[config.mk]
export PLATFORM = sky130hd
export DESIGN_NAME = game_fsm
export DESIGN_NICKNAME = d
export VERILOG_FILES = /design/src/rtl/game_fsm.sv
export SDC_FILE = /design/constraint.sdc
export NUM_CORES = 1
export LEC_CHECK = 0
export CAP_MARGIN = 20
export CORE_MARGIN = 2
export CORE_UTILIZATION = 54
export DETAILED_ROUTE_END_ITERATION = 8
export PLACE_DENSITY = 0.86
export SYNTH_ARGS = -nofsm -noshare
export SYNTH_HDL_FRONTEND = slang
export SYNTH_SLANG_ARGS = --single-unit
[constraint.sdc]
create_clock -name clk -period 6.1 [get_ports clk]
set_clock_uncertainty 0.15 [all_clocks]
set_input_delay 1.22 -clock clk [delete_from_list [all_inputs] [get_ports clk]]
set_output_delay 1.22 -clock clk [all_outputs]
set_load 0.03 [all_outputs]
[src/rtl/game_fsm.sv]
// game_fsm: top-level page/substate controller for the battle game.
//   Pages: MENU -> ACTION (cursor menu) -> ATTACK or DODGE -> ACTION ... -> WIN/LOSE.
//   In DODGE the block issues movement or damage/heal instructions to the player unit.
//   Every output is driven straight from a register.
// Configuration macro: GAME_FSM_HEAL_EN
//   defined   - the heal input turns a hit into a HPY (heal) instruction
//   undefined - heal is ignored and every hit issues a DPY (damage) instruction
module game_fsm #(
    parameter int DODGE_TICKS = 7,
    parameter int MON_HP_MAX  = 100,
    parameter int HP_W        = 8,
    parameter int NUM_ACTIONS = 4,
    parameter int HEAL_AMT    = 10
) (
    input  logic            clk,
    input  logic            rst_n,
    input  logic            tick,
    input  logic [3:0]      key,
    input  logic            isDeath,
    input  logic            atkPass,
    input  logic [HP_W-1:0] dmgMon,
    input  logic            isDmgComplete,
    input  logic [HP_W-1:0] damage,
    input  logic            heal,
    output logic [7:0]      state,
    output logic [15:0]     playerInstruction,
    output logic            isMove,
    output logic            startDmg,
    output logic [HP_W-1:0] monHP,
    output logic [7:0]      round
);

    typedef enum logic [3:0] {
        PG_MENU   = 4'd1,
        PG_WIN    = 4'd2,
        PG_LOSE   = 4'd3,
        PG_DODGE  = 4'd9,
        PG_ATTACK = 4'd10,
        PG_ACTION = 4'd11
    } page_t;

    localparam logic [3:0] KEY_W     = 4'd1;
    localparam logic [3:0] KEY_A     = 4'd2;
    localparam logic [3:0] KEY_S     = 4'd3;
    localparam logic [3:0] KEY_D     = 4'd4;
    localparam logic [3:0] KEY_J     = 4'd5;
    localparam logic [3:0] KEY_SPACE = 4'd8;

    localparam logic [3:0] OP_HPY = 4'd1;
    localparam logic [3:0] OP_DPY = 4'd2;
    localparam logic [3:0] OP_MOV = 4'd5;

    localparam logic [3:0]      CUR_LAST  = 4'(NUM_ACTIONS - 1);
    localparam logic [7:0]      DODGE_END = 8'(DODGE_TICKS);
    localparam logic [HP_W-1:0] HP_START  = HP_W'(MON_HP_MAX);
    localparam logic [7:0]      HEAL_OPND = 8'(HEAL_AMT);

    // Pack an instruction word: opcode, 8-bit operand, low nibble always zero.
    function automatic logic [15:0] make_instr(input logic [3:0] op, input logic [7:0] opnd);
        return {op, opnd, 4'b0000};
    endfunction

    // Monster HP after a hit, clamped at zero instead of wrapping.
    function automatic logic [HP_W-1:0] sat_sub(input logic [HP_W-1:0] hp, input logic [HP_W-1:0] dmg);
        return (hp > dmg) ? (hp - dmg) : {HP_W{1'b0}};
    endfunction

    page_t           page_r, page_nx_s;
    logic [3:0]      sub_r, sub_nx_s;
    logic [15:0]     instr_r, instr_nx_s;
    logic            move_r, move_nx_s;
    logic            dmg_r, dmg_nx_s;
    logic [HP_W-1:0] hp_r, hp_nx_s;
    logic [7:0]      round_r, round_nx_s;
    logic [7:0]      cnt_r, cnt_nx_s;

    logic [7:0]      cnt_inc_s;
    logic [HP_W-1:0] hp_left_s;
    logic [3:0]      cur_dec_s;
    logic [3:0]      cur_inc_s;
    logic [7:0]      round_inc_s;
    logic            heal_en_s;

`ifdef GAME_FSM_HEAL_EN
    assign heal_en_s = heal;
`else
    logic unused_heal_s;
    assign unused_heal_s = heal;
    assign heal_en_s     = 1'b0;
`endif

    // The tick arriving this cycle counts toward the round, so the round can end on the tick itself.
    assign cnt_inc_s   = cnt_r + {7'd0, tick};
    assign hp_left_s   = sat_sub(hp_r, dmgMon);
    assign cur_dec_s   = (sub_r == 4'd0) ? CUR_LAST : (sub_r - 4'd1);
    assign cur_inc_s   = (sub_r == CUR_LAST) ? 4'd0 : (sub_r + 4'd1);
    assign round_inc_s = (round_r == 8'd255) ? round_r : (round_r + 8'd1);

    // Next-state and next-output decode for every page.
    always_comb begin
        page_nx_s  = page_r;
        sub_nx_s   = sub_r;
        hp_nx_s    = hp_r;
        round_nx_s = round_r;
        cnt_nx_s   = cnt_r;
        instr_nx_s = 16'h0000;
        move_nx_s  = 1'b0;
        dmg_nx_s   = 1'b0;
        case (page_r)
            PG_MENU: begin
                if (key == KEY_SPACE) begin
                    page_nx_s  = PG_ACTION;
                    sub_nx_s   = 4'd0;
                    hp_nx_s    = HP_START;
                    round_nx_s = 8'd0;
                    cnt_nx_s   = 8'd0;
                end else begin
                    page_nx_s = PG_MENU;
                end
            end
            PG_ACTION: begin
                if (key == KEY_A) begin
                    sub_nx_s = cur_dec_s;
                end else if (key == KEY_D) begin
                    sub_nx_s = cur_inc_s;
                end else if (key == KEY_J) begin
                    page_nx_s = (sub_r == 4'd0) ? PG_ATTACK : PG_DODGE;
                    sub_nx_s  = 4'd0;
                    cnt_nx_s  = 8'd0;
                end else begin
                    sub_nx_s = sub_r;
                end
            end
            PG_ATTACK: begin
                if (atkPass) begin
                    hp_nx_s  = hp_left_s;
                    sub_nx_s = 4'd0;
                    cnt_nx_s = 8'd0;
                    if (hp_left_s == {HP_W{1'b0}}) begin
                        page_nx_s = PG_WIN;
                    end else begin
                        page_nx_s = PG_DODGE;
                    end
                end else begin
                    hp_nx_s = hp_r;
                end
            end
            PG_DODGE: begin
                if (isDeath) begin
                    page_nx_s = PG_LOSE;
                    sub_nx_s  = 4'd0;
                end else if (cnt_inc_s == DODGE_END) begin
                    page_nx_s  = PG_ACTION;
                    sub_nx_s   = 4'd0;
                    round_nx_s = round_inc_s;
                    cnt_nx_s   = 8'd0;
                end else begin
                    cnt_nx_s = cnt_inc_s;
                    if (isDmgComplete) begin
                        dmg_nx_s = 1'b1;
                        if (heal_en_s) begin
                            instr_nx_s = make_instr(OP_HPY, HEAL_OPND);
                        end else begin
                            instr_nx_s = make_instr(OP_DPY, 8'(damage));
                        end
                    end else begin
                        case (key)
                            KEY_W: begin
                                move_nx_s  = 1'b1;
                                instr_nx_s = make_instr(OP_MOV, 8'd0);
                            end
                            KEY_A: begin
                                move_nx_s  = 1'b1;
                                instr_nx_s = make_instr(OP_MOV, 8'd1);
                            end
                            KEY_S: begin
                                move_nx_s  = 1'b1;
                                instr_nx_s = make_instr(OP_MOV, 8'd2);
                            end
                            KEY_D: begin
                                move_nx_s  = 1'b1;
                                instr_nx_s = make_instr(OP_MOV, 8'd3);
                            end
                            default: begin
                                move_nx_s  = 1'b0;
                                instr_nx_s = 16'h0000;
                            end
                        endcase
                    end
                end
            end
            PG_WIN, PG_LOSE: begin
                if (key == KEY_SPACE) begin
                    page_nx_s = PG_MENU;
                    sub_nx_s  = 4'd0;
                end else begin
                    page_nx_s = page_r;
                end
            end
            default: begin
                page_nx_s = PG_MENU;
                sub_nx_s  = 4'd0;
            end
        endcase
    end

    // State and output registers; reset drops any pending instruction immediately.
    always_ff @(posedge clk or negedge rst_n) begin
        if (!rst_n) begin
            page_r  <= PG_MENU;
            sub_r   <= 4'd0;
            instr_r <= 16'h0000;
            move_r  <= 1'b0;
            dmg_r   <= 1'b0;
            hp_r    <= {HP_W{1'b0}};
            round_r <= 8'd0;
            cnt_r   <= 8'd0;
        end else begin
            page_r  <= page_nx_s;
            sub_r   <= sub_nx_s;
            instr_r <= instr_nx_s;
            move_r  <= move_nx_s;
            dmg_r   <= dmg_nx_s;
            hp_r    <= hp_nx_s;
            round_r <= round_nx_s;
            cnt_r   <= cnt_nx_s;
        end
    end

    assign state             = {page_r, sub_r};
    assign playerInstruction = instr_r;
    assign isMove            = move_r;
    assign startDmg          = dmg_r;
    assign monHP             = hp_r;
    assign round             = round_r;

endmodule
==> summary.md, run 1 <==
| Metric | Value |
|---|---|
| Num CTS Buffers | 5 |
| Distinct cells, synth | 65 |
| Top cells by area, synth | dfrtp_1, ha_1, a21oi_1 |
| Count of final setup violators | 0 |
| Final nets | 408 |
| Number of synthesized flops with an enable pin | 0 |
| Post-CTS sizing | 0 |
| Metal2 WL | 3266 um |
| Area growth, synth to finish | 25.22% |
| Internal power | about 0.58 mW |
| Top sig layer | met4 |
| Final WL | 6686 um |
| IO buf count | between 60 and 70 |
| Vias | around 2.6k |
| Mapped Area | 0.002803 mm2 |
| R2R setup slack | 3090 ps |
| Hold Path Class | reg -> reg |
| FF-to-FF Start | cnt_r[0] |
| Async S/R FF share, synth | 100.0% |
| Finished layout cell area | 0.003510 mm2 |
| Max Clock Freq | 252.3 MHz |
| Min-delay src | monHP[0] |
| Placed Instance Area | approximately 0.0034 mm2 |
| Most frequent cells in the layout | clkdlybuf4s50_1, dfrtp_1, nor2_1 |
| Largest net degree at the start of global routing | 43 |
| Most common cell after layout, fill and taps aside | clkdlybuf4s50_1 |
| Number of global-route vias before repair | 2381 |
| Drt drc | 0 |
| Worst R2R End | page_r[0] |
| Max cap viols | 0 |
| Post-DR vias/cell | 5.934 |
| Crit path kind | in -> reg |
| R2R cell count | 7 |
| Drt initial violations | 124 |
| Status | finished, final reports clean |
| CP Capture Type | flop |
| TritonCTS sink count | between 40 and 50 |
| Clock Latency Late Sink | 300 ps |
| Routed wl met3 | 330 um |
| CTS tree | built |
| DP HPWL | approximately 5000 um |
| Mapped Cells | 312 |
| Total Power | 0.9897 mW |
| First-pass GRT wire length | around 11000 um |
| Slew @ Worst Pin | 916.3 ps |
| # diodes | 0 |
| Core area | about 0.005 mm2 |
| Share of layout cells above drive strength 1 | 5.707% |
| Rel. slew slack | between 30% and 40% |
| Max-slew violations | 0 |
| Syn Area/Cell | 8.983 um2 |
| Min Tclk post-route | 3964 ps |
| Net Sw Frac | ~41% |
| Synth area leader | dfrtp_1 |
| Period utilisation layout | 64.98% |
| Die Span Y | 76.04 um |
| DP Cell Count | 430 |
| Smallest hold slack | 384.6 ps |
| Hold path cells | 1 |
| Post CTS Setup Buffer Count | 0 |
| Sw Pwr | 0.4056 mW |
| Die area | 0.005782 mm2 |
| Antenna violations before repair | 0 |
| Hold Buf Count CTS | 0 |
| Worst-path fanout max | 17 |
| Total power per unit cell area | 282.0 mW/mm2 |
| Antenna Nets Post-Route | 0 |
| CP Launch Type | input port |
| Die span in x | 76.04 um |
| Starting Density | between 50% and 60% |
| Arrival @ worst endpoint | between 4000 and 5000 ps |
| FF+latch count, synth | between 40 and 50 |
| Io pins | 69 |
| Fillers | around 430 |
| CTS H-tree depth | 2 |
| Final TNS setup | 0 ps |
| Power share of the sequential group | 37.0% |
| CP Data Required Time | 6180 ps |
| TritonRoute pass-1 iters | 4 |
| Combinational fraction of design power | 44.3% |
| Ys flop type | dfrtp_1 |
| Register area share after synthesis | 37.54% |
| P_leak | between 1.5 and 2 nW |
| Clk pwr share | 18.7% |
| GRT Overall Usage | between 20% and 30% |
| Peak supply drop | 208.5 uV |
| Syn. warnings | 0 |
| Total grt overflow | 0 |
| Final hold viol count | 0 |
| Hold worst-path end | monHP[0] |
| Placer Congestion | roughly 0.86 |
| Worst-path clk slew | 80 ps |
| Routed wire per std cell | between 15 and 20 um |
| Clock Path Buffers | 2 |
| Root buffer cell | clkbuf_8 |
| WL met1 | approximately 2900 um |
| RSZ-0062 raised after global routing | no |
| Top-area cell type share of the netlist area | 36.61% |
| Final cell count without fillers | 438 |
| Rows | 26 |
logic make-up (layout without fill, tap and decap cells):
kind of cell | Yosys count | in the layout | share of synthesized area [%]
buf+inv | 39 | 90 | 6.384
compound gates | 94 | 94 | 24.42
fa+ha+maj | 14 | 14 | 6.518
flops | 42 | 42 | 37.54
other cells | 1 | 6 | 0.1338
mux | 3 | 3 | 1.116
simple gates | 112 | 112 | 21.70
xor+xnor | 7 | 7 | 2.188
cell usage after synthesis, types with 4 or more instances:
cell and count:
nand2b_1 5, nor3b_1 7, and3_1 16, xor2_1 4
a31oi_1 5, a21oi_1 20, a22o_1 6, nor2_1 21
dfrtp_1 41, o21a_1 5, a41oi_1 5, nor2b_1 4
nand2_1 20, inv_1 20, buf_4 8, nand3_1 12
clkbuf_1 8, nor3_1 7, ha_1 13, o21ai_0 18
power by group through the flow:
stage | Sequential [mW] | Clock [mW] | Combinational (mW)
floorplan | 0.397 | 0 | 0.265
global placement | 0.368 | 0 | 0.419
detailed placement | 0.371 | 0 | 0.432
CTS | 0.366 | 0.187 | 0.434
global route | 0.372 | 0.201 | 0.478
finish | 0.366 | 0.185 | 0.438
sequential cells by signal (all words and copies together), names as in the netlist:
register and flops:
playerInstruction 9, cnt_r 8, monHP 8, round 8, sub_r 4, page_r 3
isMove 1, startDmg 1
worst max-delay path, stage by stage:
cell             delay [ps]
clkdlybuf4s50_1         470
ha_1                    190
ha_1                    240
xor2_1                  160
nand3_1                 150
a2111oi_4               600
a21oi_2                 320
or4_1                   590
o311a_1                 120
worst max path at each step:
stage | start | to | slack, ps | depth (start not counted)
after detailed placement | tick | page_r[0] | 1860 | 9
final | tick | page_r[0] | 2140 | 9
after CTS | tick | page_r[0] | 2170 | 9
after global placement | tick | page_r[0] | 1940 | 8
after floorplan | tick | page_r[0] | 2670 | 7
after global routing | dmgMon[5] | page_r[0] | 1980 | 9
routing by layer:
metal	up-vias	GRT usage, %
met5	-	0
met4	0	9.091
met3	18	4.147
met2	90	38.93
met1	1238	31.43
li1	1253	-
cell type report:
class / count / area (um2) / area share [%]
tap: 70 / 87.58 / 2.496
inverter: 20 / 75.07 / 2.139
sequential: 42 / 1052 / 29.98
clock inverter: 1 / 5.005 / 0.1426
clock buffer: 7 / 86.33 / 2.460
timing repair buffer: 62 / 613.1 / 17.47
multi-input combinational: 236 / 1590 / 45.31
through the flow:
stage	util [%]	worst slack (ps)
global placement	67.79	1944
detailed placement	67.79	1859
floorplan	-	2666
finish	69.60	2136
CTS	69.60	2173
global route	69.60	1981
(Power assumes the default switching activity.)
==> inputs of run 2 (changes only) <==
--- a/config.mk
+++ b/config.mk
@@ -7,9 +7,9 @@
 export LEC_CHECK = 0
 export CAP_MARGIN = 20
 export CORE_MARGIN = 2
-export CORE_UTILIZATION = 54
+export CORE_UTILIZATION = 50
 export DETAILED_ROUTE_END_ITERATION = 8
-export PLACE_DENSITY = 0.86
+export PLACE_DENSITY = 0.81
 export SYNTH_ARGS = -nofsm -noshare
 export SYNTH_HDL_FRONTEND = slang
 export SYNTH_SLANG_ARGS = --single-unit
==> constraint.sdc (replaced) <==
create_clock -name clk -period 3.7 [get_ports clk]
set_clock_uncertainty 0.15 [all_clocks]
set_input_delay 0.74 -clock clk [delete_from_list [all_inputs] [get_ports clk]]
set_output_delay 0.74 -clock clk [all_outputs]
set_load 0.03 [all_outputs]
==> summary.md, run 2 (synthesis results as in run 1) <==
| Metric | Value |
|---|---|
| First-pass GRT wire length | 11070 um (-0.87%) |
| CTS H-tree depth | 2 (unchanged) |
| Largest net degree at the start of global routing | 43 (unchanged) |
| Io pins | 69 (unchanged) |
| Peak supply drop | 269.9 uV (+29%) |
| IO buf count | 61 (unchanged) |
| Post-DR vias/cell | 5.888 (-0.77%) |
| Number of flip-flops in the largest register | 9 (unchanged) |
| Max cap viols | 0 (unchanged) |
| Antenna Nets Post-Route | 0 (unchanged) |
| R2R setup slack | 970 ps (-2120 ps) |
| Slew @ Worst Pin | 905.9 ps (-10.41 ps) |
| Arrival @ worst endpoint | 3320 ps (-730 ps) |
| Most common cell after layout, fill and taps aside | clkdlybuf4s50_1 |
| Root buffer cell | clkbuf_8 |
| Hold path cells | 1 (unchanged) |
| Die area | 0.006220 mm2 (+7.6%) |
| Die Span Y | 78.87 um (+3.7%) |
| Crit path kind | in -> reg |
| Count of final setup violators | 0 (unchanged) |
| Vias | 2632 (+1.3%) |
| Max-slew violations | 0 (unchanged) |
| Post-CTS sizing | 0 (unchanged) |
| P_leak | 1.585 nW (+2.5%) |
| TritonRoute pass-1 iters | 4 (unchanged) |
| Num CTS Buffers | 5 (unchanged) |
| Status | finished, final reports clean |
| Final hold viol count | 0 (unchanged) |
| RSZ-0062 raised after global routing | no |
| Final WL | 6553 um (-2.0%) |
| Most frequent cells in the layout | clkdlybuf4s50_1, dfrtp_1, nor2_1 |
| Worst-path clk slew | 80 ps (about the same) |
| Drt drc | 0 (unchanged) |
| CP Data Required Time | 3780 ps (-2400 ps) |
| Starting Density | 51.21% (-4.4 points) |
| # diodes | 0 (unchanged) |
| CP Capture Type | flop |
| Rel. slew slack | 39.61% (+0.69 points) |
| Final nets | 415 (+1.7%) |
| Min Tclk post-route | 3242 ps |
| Post CTS Setup Buffer Count | 0 (unchanged) |
| Share of layout cells above drive strength 1 | 7.467% (+1.8 points) |
| Clock Latency Late Sink | 300 ps (about the same) |
| Rows | 27 (+3.8%) |
| GRT Overall Usage | 22.03% (-1.6 points) |
| DP HPWL | 4895 um (-0.77%) |
| Clock Path Buffers | 2 (unchanged) |
| Max Clock Freq | approximately 300 MHz |
| Drt initial violations | 218 (+76%) |
| Number of global-route vias before repair | 2353 (-1.2%) |
| CTS tree | built |
| Hold Path Class | reg -> reg |
| Hold worst-path end | monHP[0] |
| Area growth, synth to finish | 27.86% |
| FF-to-FF Start | monHP[6] |
| Min-delay src | monHP[0] |
| Total Power | 1.692 mW (+71%) |
| Hold Buf Count CTS | 0 (unchanged) |
| Die span in x | 78.87 um (+3.7%) |
| Period utilisation layout | 87.62% |
| Antenna violations before repair | 0 (unchanged) |
| R2R cell count | 7 (unchanged) |
| CP Launch Type | input port |
| Placer Congestion | 0.8788 (+1.7%) |
| Routed wire per std cell | 14.66 um (-4.0%) |
| Total grt overflow | 0 (unchanged) |
| Worst R2R End | page_r[0] |
| Core area | 0.005473 mm2 (+8.5%) |
| Total power per unit cell area | 472.2 mW/mm2 (+67%) |
| TritonCTS sink count | 42 (unchanged) |
| Final TNS setup | 0 ps (unchanged) |
| Worst-path fanout max | 9 (-8) |
[run 2: cell types whose count changed in the layout (fill, tap and decap cells not counted)]
| cell | change |
|---|---|
| buf_4 | +7 |
| bufinv_16 | +1 |
| clkbuf_8 | -1 |
| clkinv_2 | -1 |
| clkinvlp_4 | +1 |
[run 2: layer usage]
| metal | track usage, % | routed length, um | vias to the layer above |
|---|---|---|---|
| met5 | 0 | 0 | - |
| li1 | - | - | 1269 |
| met4 | 6.034 | 93 | 0 |
| met1 | 32.13 | 3087 | 1253 |
| met2 | 33.25 | 2926 | 100 |
| met3 | 4.773 | 446 | 10 |
[run 2: critical path: stages]
cell             delay (ps)
clkdlybuf4s50_1         460
inv_1                    40
ha_1                    410
and3b_1                 210
a2111oi_0               530
nand3_1                 140
nor4_1                  270
a21oi_1                 150
o311a_1                 360
[run 2: how the worst max path moves through the flow]
stage	slack [ps]	cells past startpoint	start	endpoint
2_1_floorplan	750	7	tick	page_r[0]
3_3_place_gp	160	9	dmgMon[6]	page_r[3]
3_5_place_dp	130	9	dmgMon[6]	page_r[0]
4_1_cts	450	9	dmgMon[6]	page_r[0]
5_1_grt	280	9	dmgMon[6]	page_r[0]
6_report	460	9	dmgMon[6]	page_r[0]
[run 2: metrics by stage]
stage / utilization, % / instance area (um2) / hold slack, ps / cells / worst slack (ps)
final: 65.48 / 3583 / 384.1 / 447 / 458.1
after global routing: 65.48 / 3583 / 407.3 / 447 / 279.1
after CTS: 65.48 / 3583 / 386.2 / 447 / 449.5
after detailed placement: 63.47 / 3473 / 366.3 / 439 / 126.8
after global placement: 63.47 / 3473 / 344.9 / 439 / 160.3
after floorplan: - / 2821 / 294.4 / 317 / 745.7
[run 2: power breakdown]
part	internal [mW]	switching (mW)
Combinational	0.308	0.422
Clock	0.201	0.158
Sequential	0.516	0.0877
[run 2: area by class of cell]
type	instances	area, um2
clock inverter	2	37.54
clock buffer	6	72.57
tap	72	90.09
fill	460	1889
inverter	20	75.07
timing repair buffer	69	665.6
multi-input combinational	236	1590
sequential	42	1052
==> inputs of run 3 (changes only) <==
--- a/config.mk
+++ b/config.mk
@@ -6,7 +6,6 @@
 export NUM_CORES = 1
 export LEC_CHECK = 0
 export CAP_MARGIN = 20
-export CORE_MARGIN = 2
 export CORE_UTILIZATION = 50
 export DETAILED_ROUTE_END_ITERATION = 8
 export PLACE_DENSITY = 0.81
==> summary.md, run 3 (synthesis results as in run 1) <==
| Metric | Value |
|---|---|
| Post-DR vias/cell | 5.796 (-1.6%) |
| Fillers | 409 (-11%) |
| Final TNS setup | 0 ps (unchanged) |
| Peak supply drop | 321.4 uV (+19%) |
| Crit path kind | in -> reg |
| TritonRoute pass-1 iters | 5 (+1) |
| Largest net degree at the start of global routing | 43 (unchanged) |
| Worst R2R End | page_r[0] |
| Status | finished, final reports clean |
| Rel. slew slack | 39.28% (-0.33 points) |
| CTS H-tree depth | 2 (unchanged) |
| Finished layout cell area | 0.003596 mm2 (+0.35%) |
| Final cell count without fillers | 447 (unchanged) |
| Smallest hold slack | 377.7 ps (-6.354 ps) |
| Net Sw Frac | 39.16% (-0.28 points) |
| Die span in x | 76.87 um (-2.5%) |
| Io pins | 69 (unchanged) |
| Antenna violations before repair | 0 (unchanged) |
| Clock Path Buffers | 2 (unchanged) |
| Power share of the sequential group | 35.5% (-0.2 points) |
| CP Capture Type | flop |
| CTS tree | built |
| TritonCTS sink count | 42 (unchanged) |
| Hold Path Class | reg -> reg |
| Critical-path cell list | clkdlybuf4s50_1, inv_1, ha_1, and3b_1, a2111oi_0, buf_4, nand3_1, nor4_1, a21oi_1, o311a_1 |
| Max incr delay on CP | 450 ps (-80 ps) |
| Final hold viol count | 0 (unchanged) |
| CP Launch Type | input port |
| Critical path destination | page_r[0] |
| Share of layout cells above drive strength 1 | 7.958% (+0.49 points) |
| IO buf count | 61 (unchanged) |
| Total grt overflow | 0 (unchanged) |
| Slew @ Worst Pin | 910.8 ps (+4.938 ps) |
| Final nets | 417 (+0.48%) |
| Max-slew violations | 0 (unchanged) |
| P_leak | 1.595 nW (+0.64%) |
| Routed wire per std cell | 14.79 um (+0.87%) |
| Drt initial violations | 217 (-0.46%) |
| CP startpoint | dmgMon[6] |
| Placer Congestion | 0.8481 (-3.5%) |
| Number of global-route vias before repair | 2328 (-1.1%) |
| DP Cell Count | 439 (unchanged) |
| DP HPWL | 4965 um (+1.4%) |
| # diodes | 0 (unchanged) |
| Clock Latency Late Sink | 290 ps (about the same) |
| Max cap viols | 0 (unchanged) |
| First-pass GRT wire length | 11070 um (unchanged) |
| Clk pwr share | 21.1% (about the same) |
| RSZ-0062 raised after global routing | no |
| Period utilisation layout | 87.47% (-0.15 points) |
| Drt drc | 0 (unchanged) |
| Area growth, synth to finish | 28.30% |
| Final worst setup slack | 463.5 ps (+5.455 ps) |
| Internal power | 1.032 mW (+0.70%) |
| Core area | 0.005238 mm2 (-4.3%) |
| Root buffer cell | clkbuf_8 |
| Most common cell after layout, fill and taps aside | clkdlybuf4s50_1 |
| Pre-CTS WS | 168.5 ps (+41.78 ps) |
| Post CTS Setup Buffer Count | 0 (unchanged) |
| GRT Overall Usage | 23.33% (+1.3 points) |
| CP Data Required Time | 3770 ps (about the same) |
| Arrival @ worst endpoint | 3310 ps (about the same) |
| Max Clock Freq | 309.0 MHz (+0.17%) |
| Hold Buf Count CTS | 0 (unchanged) |
| Count of final setup violators | 0 (unchanged) |
| Most frequent cells in the layout | clkdlybuf4s50_1, dfrtp_1, nor2_1 |
| Antenna Nets Post-Route | 0 (unchanged) |
| Rows | 26 (-3.7%) |
| R2R cell count | 8 (+1) |
| FF-to-FF Start | monHP[6] |
| Min Tclk post-route | 3236 ps (-5.455 ps) |
| Die Span Y | 76.87 um (-2.5%) |
| Placed Instance Area | 0.003486 mm2 (+0.36%) |
| Starting Density | 53.51% (+2.3 points) |
| R2R setup slack | 980 ps (about the same) |
| Vias | 2591 (-1.6%) |
| Total power per unit cell area | 471.7 mW/mm2 (-0.11%) |
| Critical-path top delay cell | clkdlybuf4s50_1 |
| Num CTS Buffers | 5 (unchanged) |
| Combinational fraction of design power | 43.4% (+0.3 points) |
| Final WL | 6610 um (+0.87%) |
| Worst-path clk slew | 80 ps (about the same) |
| Worst-path fanout max | 9 (unchanged) |
| Die area | 0.005909 mm2 (-5.0%) |
| Number of flip-flops in the largest register | 9 (unchanged) |
| Post-CTS sizing | 0 (unchanged) |
| Sw Pwr | 0.6642 mW (-0.48%) |
-- run 3: worst max-delay path, delay by kind of cell --
| family | cells | cell delay (ps) |
|---|---|---|
| compound gates | 3 | 910 |
| buf+inv | 3 | 680 |
| simple gates | 3 | 570 |
| fa+ha+maj | 1 | 400 |
-- run 3: cell type report --
class                      instances  area [um2]  area share (%)
clock buffer                       6       72.57           2.018
clock inverter                     2       37.54           1.044
inverter                          20       75.07           2.088
multi-input combinational        236        1590           44.22
sequential                        42        1052           29.26
tap                               70       87.58           2.436
timing repair buffer              71       680.7           18.93
-- run 3: routing by layer --
metal	vias to the layer above	track usage, %	routed length [um]
met5	-	0	0
met4	0	7.885	59
met3	7	4.167	395
met2	91	34.55	3067
met1	1221	34.12	3087
li1	1272	-	-
-- run 3: how the worst min path moves through the flow --
| stage | from | to | slack (ps) | cells after the start |
|---|---|---|---|---|
| finish | cnt_r[0] | cnt_r[0] | 380 | 1 |
| floorplan | rst_n | cnt_r[0] | 290 | 0 |
| global placement | cnt_r[0] | cnt_r[0] | 350 | 1 |
| detailed placement | cnt_r[0] | cnt_r[0] | 360 | 1 |
| global route | cnt_r[7] | cnt_r[7] | 410 | 1 |
| CTS | cnt_r[0] | cnt_r[0] | 380 | 1 |
-- run 3: power by group through the flow --
| stage | Clock (mW) | Sequential (mW) | Combinational [mW] |
|---|---|---|---|
| after global placement | 0 | 0.609 | 0.713 |
| final | 0.357 | 0.602 | 0.737 |
| after detailed placement | 0 | 0.610 | 0.730 |
| after CTS | 0.367 | 0.603 | 0.732 |
| after global routing | 0.391 | 0.615 | 0.808 |
| after floorplan | 0 | 0.654 | 0.437 |
-- run 3: stage by stage --
stage,power (mW),utilization [%]
3_5_place_dp,1.340,66.56
5_1_grt,1.814,68.66
3_3_place_gp,1.322,66.56
4_1_cts,1.701,68.66
2_1_floorplan,1.091,-
6_report,1.696,68.66
